--- src/rtl/block_accum_if.sv ---
// block_accum_if: tile request, status and
// result read-port bundle for block_accum.
interface block_accum_if #(
  parameter int DATA_W = 32,
  parameter int TILE_R = 2,
  parameter int TILE_C = 2,
  parameter int MAT_R  = 4,
  parameter int MAT_C  = 4
);
  localparam int AW = $clog2(MAT_R * MAT_C);

  logic                             start;
  logic [1:0]                       mode;
  logic [9:0]                       start_row;
  logic [9:0]                       start_col;
  logic [TILE_R*TILE_C*DATA_W-1:0]  blk_data;
  logic                             busy;
  logic                             done;
  logic                             oob;
  logic [AW-1:0]                    rd_addr;
  logic [DATA_W-1:0]                rd_data;

  modport master (
    output start, mode, start_row, start_col,
    output blk_data, rd_addr,
    input  busy, done, oob, rd_data
  );

  modport slave (
    input  start, mode, start_row, start_col,
    input  blk_data, rd_addr,
    output busy, done, oob, rd_data
  );
endinterface

--- src/rtl/block_accum.sv ---
// block_accum: folds a TILE_R x TILE_C block into an
// internal row-major result matrix, LANES words per cycle.

module fadd (
  input  logic [31:0] a_in,
  input  logic [31:0] b_in,
  output logic [31:0] result
);
  function automatic logic [31:0] add(
    input logic [31:0] a,
    input logic [31:0] b
  );
    logic [31:0]       x, y;
    logic [7:0]        d;
    logic [26:0]       ax, ay, ty, n;
    logic [27:0]       s;
    logic [4:0]        lz;
    logic              hit, ru;
    logic [24:0]       r;
    logic signed [9:0] e;
    if (a[30:23] == 8'hff || b[30:23] == 8'hff) begin
      if ((a[30:23] == 8'hff && a[22:0] != '0) ||
          (b[30:23] == 8'hff && b[22:0] != '0))
        return 32'h7fc0_0000;
      if (a[30:23] == 8'hff && b[30:23] == 8'hff &&
          a[31] != b[31])
        return 32'h7fc0_0000;
      return (a[30:23] == 8'hff) ? a : b;
    end
    // denormal inputs are flushed to zero
    if (a[30:23] == '0 && b[30:23] == '0)
      return {a[31] & b[31], 31'b0};
    if (a[30:23] == '0) return b;
    if (b[30:23] == '0) return a;
    if (a[30:0] >= b[30:0]) begin
      x = a;
      y = b;
    end else begin
      x = b;
      y = a;
    end
    d  = x[30:23] - y[30:23];
    ax = {1'b1, x[22:0], 3'b000};
    ty = {1'b1, y[22:0], 3'b000};
    if (d >= 8'd27) begin
      ay = 27'd1;
    end else begin
      ay = ty >> d;
      if ((ay << d) != ty) ay[0] = 1'b1;
    end
    if (x[31] ^ y[31])
      s = {1'b0, ax} - {1'b0, ay};
    else
      s = {1'b0, ax} + {1'b0, ay};
    if (s == '0) return 32'h0;
    e = $signed({2'b00, x[30:23]});
    if (s[27]) begin
      n    = s[27:1];
      n[0] = n[0] | s[0];
      e    = e + 10'sd1;
    end else begin
      lz  = '0;
      hit = 1'b0;
      for (int i = 26; i >= 0; i--) begin
        if (!hit) begin
          if (s[i]) hit = 1'b1;
          else      lz  = lz + 5'd1;
        end
      end
      n = s[26:0] << lz;
      e = e - $signed({5'b0, lz});
    end
    ru = n[2] & (n[3] | n[1] | n[0]);
    r  = {1'b0, n[26:3]} + {24'b0, ru};
    if (r[24]) begin
      r = r >> 1;
      e = e + 10'sd1;
    end
    if (e >= 10'sd255) return {x[31], 8'hff, 23'b0};
    if (e <= 10'sd0)   return {x[31], 31'b0};
    return {x[31], e[7:0], r[22:0]};
  endfunction

  // single-precision add, round to nearest even
  always_comb result = add(a_in, b_in);
endmodule

module block_accum #(
  parameter int DATA_W = 32,
  parameter int TILE_R = 2,
  parameter int TILE_C = 2,
  parameter int MAT_R  = 4,
  parameter int MAT_C  = 4,
  parameter int LANES  = 1
) (
  input logic          clk,
  input logic          rst,
  block_accum_if.slave bus
);
  localparam int N     = TILE_R * TILE_C;
  localparam int BEATS = N / LANES;
  localparam int DEPTH = MAT_R * MAT_C;
  localparam int AW    = $clog2(DEPTH);
  localparam int BW    = (BEATS > 1) ? $clog2(BEATS) : 1;

  typedef enum logic [1:0] {
    IDLE,
    RUN,
    DONE
  } state_t;

  typedef struct packed {
    logic [1:0]          mode;
    logic [9:0]          row;
    logic [9:0]          col;
    logic [N*DATA_W-1:0] blk;
  } op_t;

  state_t                        state_q, state_d;
  op_t                           op_q;
  logic [BW-1:0]                 beat_q;
  logic                          oob_q;
  logic [DATA_W-1:0]             mem [DEPTH];
  logic                          accept, last;
  logic                          is_ovw, is_clr;
  logic [LANES-1:0]              lane_inb;
  logic [LANES-1:0][AW-1:0]      lane_addr;
  logic [LANES-1:0][DATA_W-1:0]  lane_old;
  logic [LANES-1:0][DATA_W-1:0]  lane_elem;
  logic [LANES-1:0][DATA_W-1:0]  lane_sum;
  logic [LANES-1:0][DATA_W-1:0]  lane_wval;

  assign accept = (state_q == IDLE) && bus.start;
  assign last   = (beat_q == BW'(BEATS - 1));
  assign is_ovw = (op_q.mode == 2'b01);
  assign is_clr = (op_q.mode == 2'b10);

  // state register
  always_ff @(posedge clk or negedge rst) begin
    if (!rst) state_q <= IDLE;
    else      state_q <= state_d;
  end

  // next state: one pass over the tile, then a done cycle
  always_comb begin
    state_d = state_q;
    unique case (state_q)
      IDLE:    if (bus.start) state_d = RUN;
      RUN:     if (last) state_d = DONE;
      DONE:    state_d = IDLE;
      default: state_d = IDLE;
    endcase
  end

  // operation capture, beat counter and sticky out-of-bounds flag
  always_ff @(posedge clk or negedge rst) begin
    if (!rst) begin
      op_q   <= '0;
      beat_q <= '0;
      oob_q  <= 1'b0;
    end else if (accept) begin
      op_q   <= '{mode: bus.mode,
                  row:  bus.start_row,
                  col:  bus.start_col,
                  blk:  bus.blk_data};
      beat_q <= '0;
      oob_q  <= 1'b0;
    end else if (state_q == RUN) begin
      beat_q <= beat_q + BW'(1);
      oob_q  <= oob_q | ~&lane_inb;
    end
  end

  // per-lane element, target address and current buffer word
  always_comb begin
    int         e;
    logic [10:0] tr, tc;
    lane_inb  = '0;
    lane_addr = '0;
    lane_old  = '0;
    lane_elem = '0;
    for (int l = 0; l < LANES; l++) begin
      e  = int'(beat_q) * LANES + l;
      tr = {1'b0, op_q.row} + 11'(e / TILE_C);
      tc = {1'b0, op_q.col} + 11'(e % TILE_C);
      lane_inb[l]  = (tr < 11'(MAT_R)) && (tc < 11'(MAT_C));
      lane_addr[l] = AW'(int'(tr) * MAT_C + int'(tc));
      lane_elem[l] = op_q.blk[e*DATA_W +: DATA_W];
      lane_old[l]  = lane_inb[l] ? mem[lane_addr[l]] : '0;
    end
  end

  for (genvar l = 0; l < LANES; l++) begin : g_lane
    if (DATA_W == 32) begin : g_fp
      fadd u_fadd (
        .a_in   (lane_old[l]),
        .b_in   (lane_elem[l]),
        .result (lane_sum[l])
      );
    end else begin : g_int
      assign lane_sum[l] = lane_old[l] + lane_elem[l];
    end
  end

  // write value by mode; reserved mode accumulates
  always_comb begin
    lane_wval = '0;
    for (int l = 0; l < LANES; l++) begin
      unique case (1'b1)
        is_clr:  lane_wval[l] = '0;
        is_ovw:  lane_wval[l] = lane_elem[l];
        default: lane_wval[l] = lane_sum[l];
      endcase
    end
  end

  // result buffer: in-bounds lane writes during RUN
  always_ff @(posedge clk or negedge rst) begin
    if (!rst) begin
      for (int i = 0; i < DEPTH; i++) mem[i] <= '0;
    end else if (state_q == RUN) begin
      for (int l = 0; l < LANES; l++)
        if (lane_inb[l]) mem[lane_addr[l]] <= lane_wval[l];
    end
  end

  assign bus.busy = (state_q == RUN);
  assign bus.done = (state_q == DONE);
  assign bus.oob  = oob_q;
  assign bus.rd_data =
    ({1'b0, bus.rd_addr} < (AW+1)'(DEPTH)) ?
    mem[bus.rd_addr] : '0;
endmodule

--- src/flat_wrapper.sv ---
// flat-port wrapper written by rule: the top's interface ports become plain ports
module block_accum_flat 
#(
  parameter int DATA_W = 32,
  parameter int TILE_R = 2,
  parameter int TILE_C = 2,
  parameter int MAT_R  = 4,
  parameter int MAT_C  = 4,
  parameter int LANES  = 1
)
  (clk, rst, bus_start, bus_mode, bus_start_row, bus_start_col, bus_blk_data, bus_rd_addr, bus_busy, bus_done, bus_oob, bus_rd_data);
  block_accum_if #(.DATA_W(DATA_W), .TILE_R(TILE_R), .TILE_C(TILE_C), .MAT_R(MAT_R), .MAT_C(MAT_C)) bus_i ();
  input logic clk;
  input logic rst;
  input wire logic [$bits(bus_i.start)-1:0] bus_start;
  input wire logic [$bits(bus_i.mode)-1:0] bus_mode;
  input wire logic [$bits(bus_i.start_row)-1:0] bus_start_row;
  input wire logic [$bits(bus_i.start_col)-1:0] bus_start_col;
  input wire logic [$bits(bus_i.blk_data)-1:0] bus_blk_data;
  input wire logic [$bits(bus_i.rd_addr)-1:0] bus_rd_addr;
  output wire logic [$bits(bus_i.busy)-1:0] bus_busy;
  output wire logic [$bits(bus_i.done)-1:0] bus_done;
  output wire logic [$bits(bus_i.oob)-1:0] bus_oob;
  output wire logic [$bits(bus_i.rd_data)-1:0] bus_rd_data;
  assign bus_i.start = bus_start;
  assign bus_i.mode = bus_mode;
  assign bus_i.start_row = bus_start_row;
  assign bus_i.start_col = bus_start_col;
  assign bus_i.blk_data = bus_blk_data;
  assign bus_i.rd_addr = bus_rd_addr;
  assign bus_busy = bus_i.busy;
  assign bus_done = bus_i.done;
  assign bus_oob = bus_i.oob;
  assign bus_rd_data = bus_i.rd_data;
  block_accum #(.DATA_W(DATA_W), .TILE_R(TILE_R), .TILE_C(TILE_C), .MAT_R(MAT_R), .MAT_C(MAT_C), .LANES(LANES)) u_core (.clk(clk), .rst(rst), .bus(bus_i));
endmodule
--- config.mk ---
export PLATFORM = sky130hd
export DESIGN_NAME = block_accum_flat
export DESIGN_NICKNAME = d
export VERILOG_FILES = /design/src/rtl/block_accum_if.sv /design/src/rtl/block_accum.sv /design/src/flat_wrapper.sv
export SDC_FILE = /design/constraint.sdc
export NUM_CORES = 2
export LEC_CHECK = 0
export CORE_MARGIN = 5
export CORE_UTILIZATION = 30
export DETAILED_ROUTE_END_ITERATION = 16
export PLACE_DENSITY_LB_ADDON = 0.12
export SYNTH_ARGS = -nofsm -noshare
export SYNTH_HDL_FRONTEND = slang
export SYNTH_SLANG_ARGS = --single-unit
--- constraint.sdc ---
create_clock -name clk -period 53.6 [get_ports clk]
set_input_delay 5.36 -clock clk [delete_from_list [all_inputs] [get_ports clk]]
set_output_delay 5.36 -clock clk [all_outputs]
set_load 0.03 [all_outputs]
==> key figures <==
Timing
  • Max-slew violations: 0
  • Setup violations, final: 0
  • Final min period: 35.66 ns
  • Final period util: 0.6652
  • RSZ-0062 raised after global routing: false
  • Final number of hold-violating endpoints: 0
  • F_max: 0.02805 GHz
  • Sum Neg Setup Slack: 0 ns
  • Slew headroom: 0.04717
  • Clk_skew: 0.03347 ns
  • Worst Tran Pin Value: 1.417 ns

Run status
  • Outcome: finished clean

Global route
  • Vias in the first global route: 49420
  • Initial antenna violation count: 2
  • First-pass GRT wire length: 354700 um
  • Largest net degree at the start of global routing: 155
  • GRT overflow: 0
  • GRT Total Usage: 0.2497

Clock network
  • Clock buffer count from CTS: 80
  • # H-tree levels: 3
  • Clock Path Buffers: 3
  • Clk_lat worst skew: 0.69 ns
  • Root buf cell: clkbuf_16
  • Setup bufs post-CTS: 0
  • Post-CTS Hold Buffers: 0
  • CTS resizes: 0
  • Clock slew seen by the registers of the worst setup and hold paths: 0.06 ns
  • TritonCTS clock tree: yes
  • Sink Count: 667

Synth
  • Synth Instances: 6275
  • XOR/XNOR share of the synthesized area: 0.02347
  • Synth Flop Type: dfrtp_1
  • Dominant cells by area after synthesis: dfrtp_1 31%, mux4_2 9.3%, nand2_1 7.5%
  • Warnings from Yosys: 0
  • Post-synth ARST share: 1.000
  • Largest area contributor in the netlist: dfrtp_1
  • Synth Area in Compound Gates: 0.1973
  • Synth Area in Simple Gates: 0.2238
  • Number of synthesized register bits: 667
  • Seq/Total Area, Yosys: 0.3097
  • Cell Area, Synth: 53890 um2
  • Synth cell types: 137
  • Largest family of logic cells by synthesized area: simple AND/OR/NAND/NOR gates
  • Post-synthesis mux area share: 0.1647
  • Adder-cell share of the synthesized area: 0.02944
  • Synth top area share: 0.3097
  • Top cells by count, synth: 1075 x nand2_1, 667 x dfrtp_1, 601 x nor2_1
  • Most common cell in the netlist: nand2_1
  • Post-Synthesis Mean Instance Area: 8.588 um2
  • Post-synth EDFFs: 0
  • Syn nets: 6552

Placement
  • DPL Wire Length: 173900 um
  • PortBufs: 191
  • Placer Congestion: 0.9382

Detailed routing
  • Total number of vias: 51300
  • ANT nets after route: 0
  • Initial DRC count: 5106
  • Drt drc: 0
  • Drt first pass iters: 7
  • Routed len/inst: 27.99 um
  • Vias per inst: 5.938
  • Routed WL: 241800 um

Final layout
  • Area Overhead vs Synth: 13.05%
  • Share of cells above drive strength 1: 0.1344
  • Final #Nets: 6497

Worst setup path
  • R2r endpoint: u_core.mem[455]$_DFFE_PN0P_
  • CP required: 54.18 ns
  • Crit Path Class: reg -> reg
  • Slowest stage delay, CP: 0.94 ns
  • Worst Reg2Reg Path Length in Cells: 130
  • Crit Path Max Fanout: 66
  • Crit end category: flop
  • Reg2Reg Setup Slack: 17.94 ns
  • FF-to-FF Start: u_core.op_q[128]$_DFFE_PN0P_
  • Max stage delay cell, worst path: a211oi_4
  • CP dominant cell by count: ha_1
  • Worst Path Arrival: 36.24 ns
  • CP startpoint kind: flop

Floorplanning
  • Die ar.: 188200 um2
  • IO Pins: 192
  • Core Region: 178600 um2
  • Die height: 433.8 um
  • Initial Utilization: 0.3017
  • # rows: 155
  • Die W: 433.8 um

Min path
  • Hold Crit Class: reg -> reg
  • Hold EP: u_core.op_q[53]$_DFFE_PN0P_
  • Hold Path Origin: u_core.op_q[53]$_DFFE_PN0P_
  • Hold Crit Depth: 2

Job
  • Max-cap violations: 0
[cell usage in the layout (no fill, tap or decap), drive strengths merged, types with 25 or more instances in the layout]
cell           Yosys  layout
nand2           1081    1081
dfrtp            667     667
nor2             603     603
o21ai            320     320
a31oi            303     303
mux2i            241     241
mux4             224     224
a21oi            203     203
clkdlybuf4s50      0     186
buf              163     180
nand3            173     173
nor3             163     163
inv              153     156
mux2             125     125
clkbuf           340     122
ha               118     118
nand4             92      92
nor3b             80      80
xnor2             79      79
nor4              78      78
o31ai             68      68
a211oi            57      57
nand3b            56      56
o22a              55      55
o211ai            50      50
and2              46      46
and3              41      41
xor2              39      39
a221oi            38      38
o22ai             37      37
a21o              34      34
o221ai            34      34
a22oi             33      33
or3               32      32
a2111oi           28      28
o21a              27      27
and4              25      25
[worst max path at each step]
| stage | from | endpoint | cells after the start |
|---|---|---|---|
| 6_report | u_core.op_q[128]$_DFFE_PN0P_ | u_core.mem[455]$_DFFE_PN0P_ | 130 |
| 5_1_grt | u_core.op_q[128]$_DFFE_PN0P_ | u_core.mem[455]$_DFFE_PN0P_ | 130 |
| 4_1_cts | u_core.op_q[128]$_DFFE_PN0P_ | u_core.mem[73]$_DFFE_PN0P_ | 130 |
| 3_5_place_dp | u_core.op_q[128]$_DFFE_PN0P_ | u_core.mem[73]$_DFFE_PN0P_ | 130 |
| 3_3_place_gp | u_core.beat_q[0]$_DFFE_PN0P_ | u_core.mem[469]$_DFFE_PN0P_ | 130 |
| 2_1_floorplan | u_core.beat_q[0]$_DFFE_PN0P_ | u_core.mem[110]$_DFFE_PN0P_ | 143 |
[logic make-up (layout without fill, tap and decap cells)]
logic type | Yosys count | after routing
AOI/OAI and AO/OA | 1524 | 1524
xor gates and xnor gates | 124 | 124
adders and majority gates | 127 | 127
buffers and inverters | 657 | 664
DFF | 667 | 667
muxes | 590 | 590
other | 0 | 2
and+or+nand+nor | 2586 | 2586
[final cells by class]
type	instances	area, um2
fill	18550	117700
multi-input combinational	4951	34740
sequential	667	16690
timing repair buffer	366	3254
tap	2355	2947
clock buffer	122	2382
inverter	154	580.6
clock inverter	22	319.1
antenna	2	5.005
[critical path: cells and delay by family, from the launching register on]
kind / cells / cell delay [ns]
flip-flops: 1 / 0.40
XOR/XNOR: 7 / 2.26
AO/OA/AOI/OAI: 43 / 12.16
AND/OR/NAND/NOR: 48 / 11.02
multiplexers: 2 / 0.43
buffers and inverters: 12 / 3.98
adder cells (fa/ha/maj): 18 / 5.11
[flip-flops by register name, indices dropped and copies added, names as in the netlist]
| name | flops |
|---|---|
| u_core.beat_q | 2 |
| u_core.bus.oob | 1 |
| u_core.mem | 512 |
| u_core.op_q | 150 |
| u_core.state_q | 2 |
[per-layer routing]
metal	share of wire	global-route usage	vias up
met4	0.039	0.08904	2
met5	0.000045	0	-
met1	0.44	0.3406	25860
met3	0.061	0.03724	367
met2	0.46	0.4032	1838
li1	-	-	23230
[metrics by stage]
| step | setup WS (ns) | hold slack, ns | util | std cells | instance area, um2 |
|---|---|---|---|---|---|
| after global routing | 15.84 | 0.4908 | 0.3411 | 8638 | 60920 |
| after floorplan | 24.61 | 0.4401 | - | 6275 | 53890 |
| after detailed placement | 18.63 | 0.4572 | 0.3259 | 8493 | 58220 |
| after CTS | 18.50 | 0.4723 | 0.3411 | 8637 | 60920 |
| final | 17.94 | 0.4693 | 0.3411 | 8639 | 60920 |
| after global placement | 18.80 | 0.4533 | 0.3259 | 8493 | 58220 |
Power is left out: the tool's default activity adds up to more than one toggle a clock period on the data nets, which glitch-free logic cannot reach.
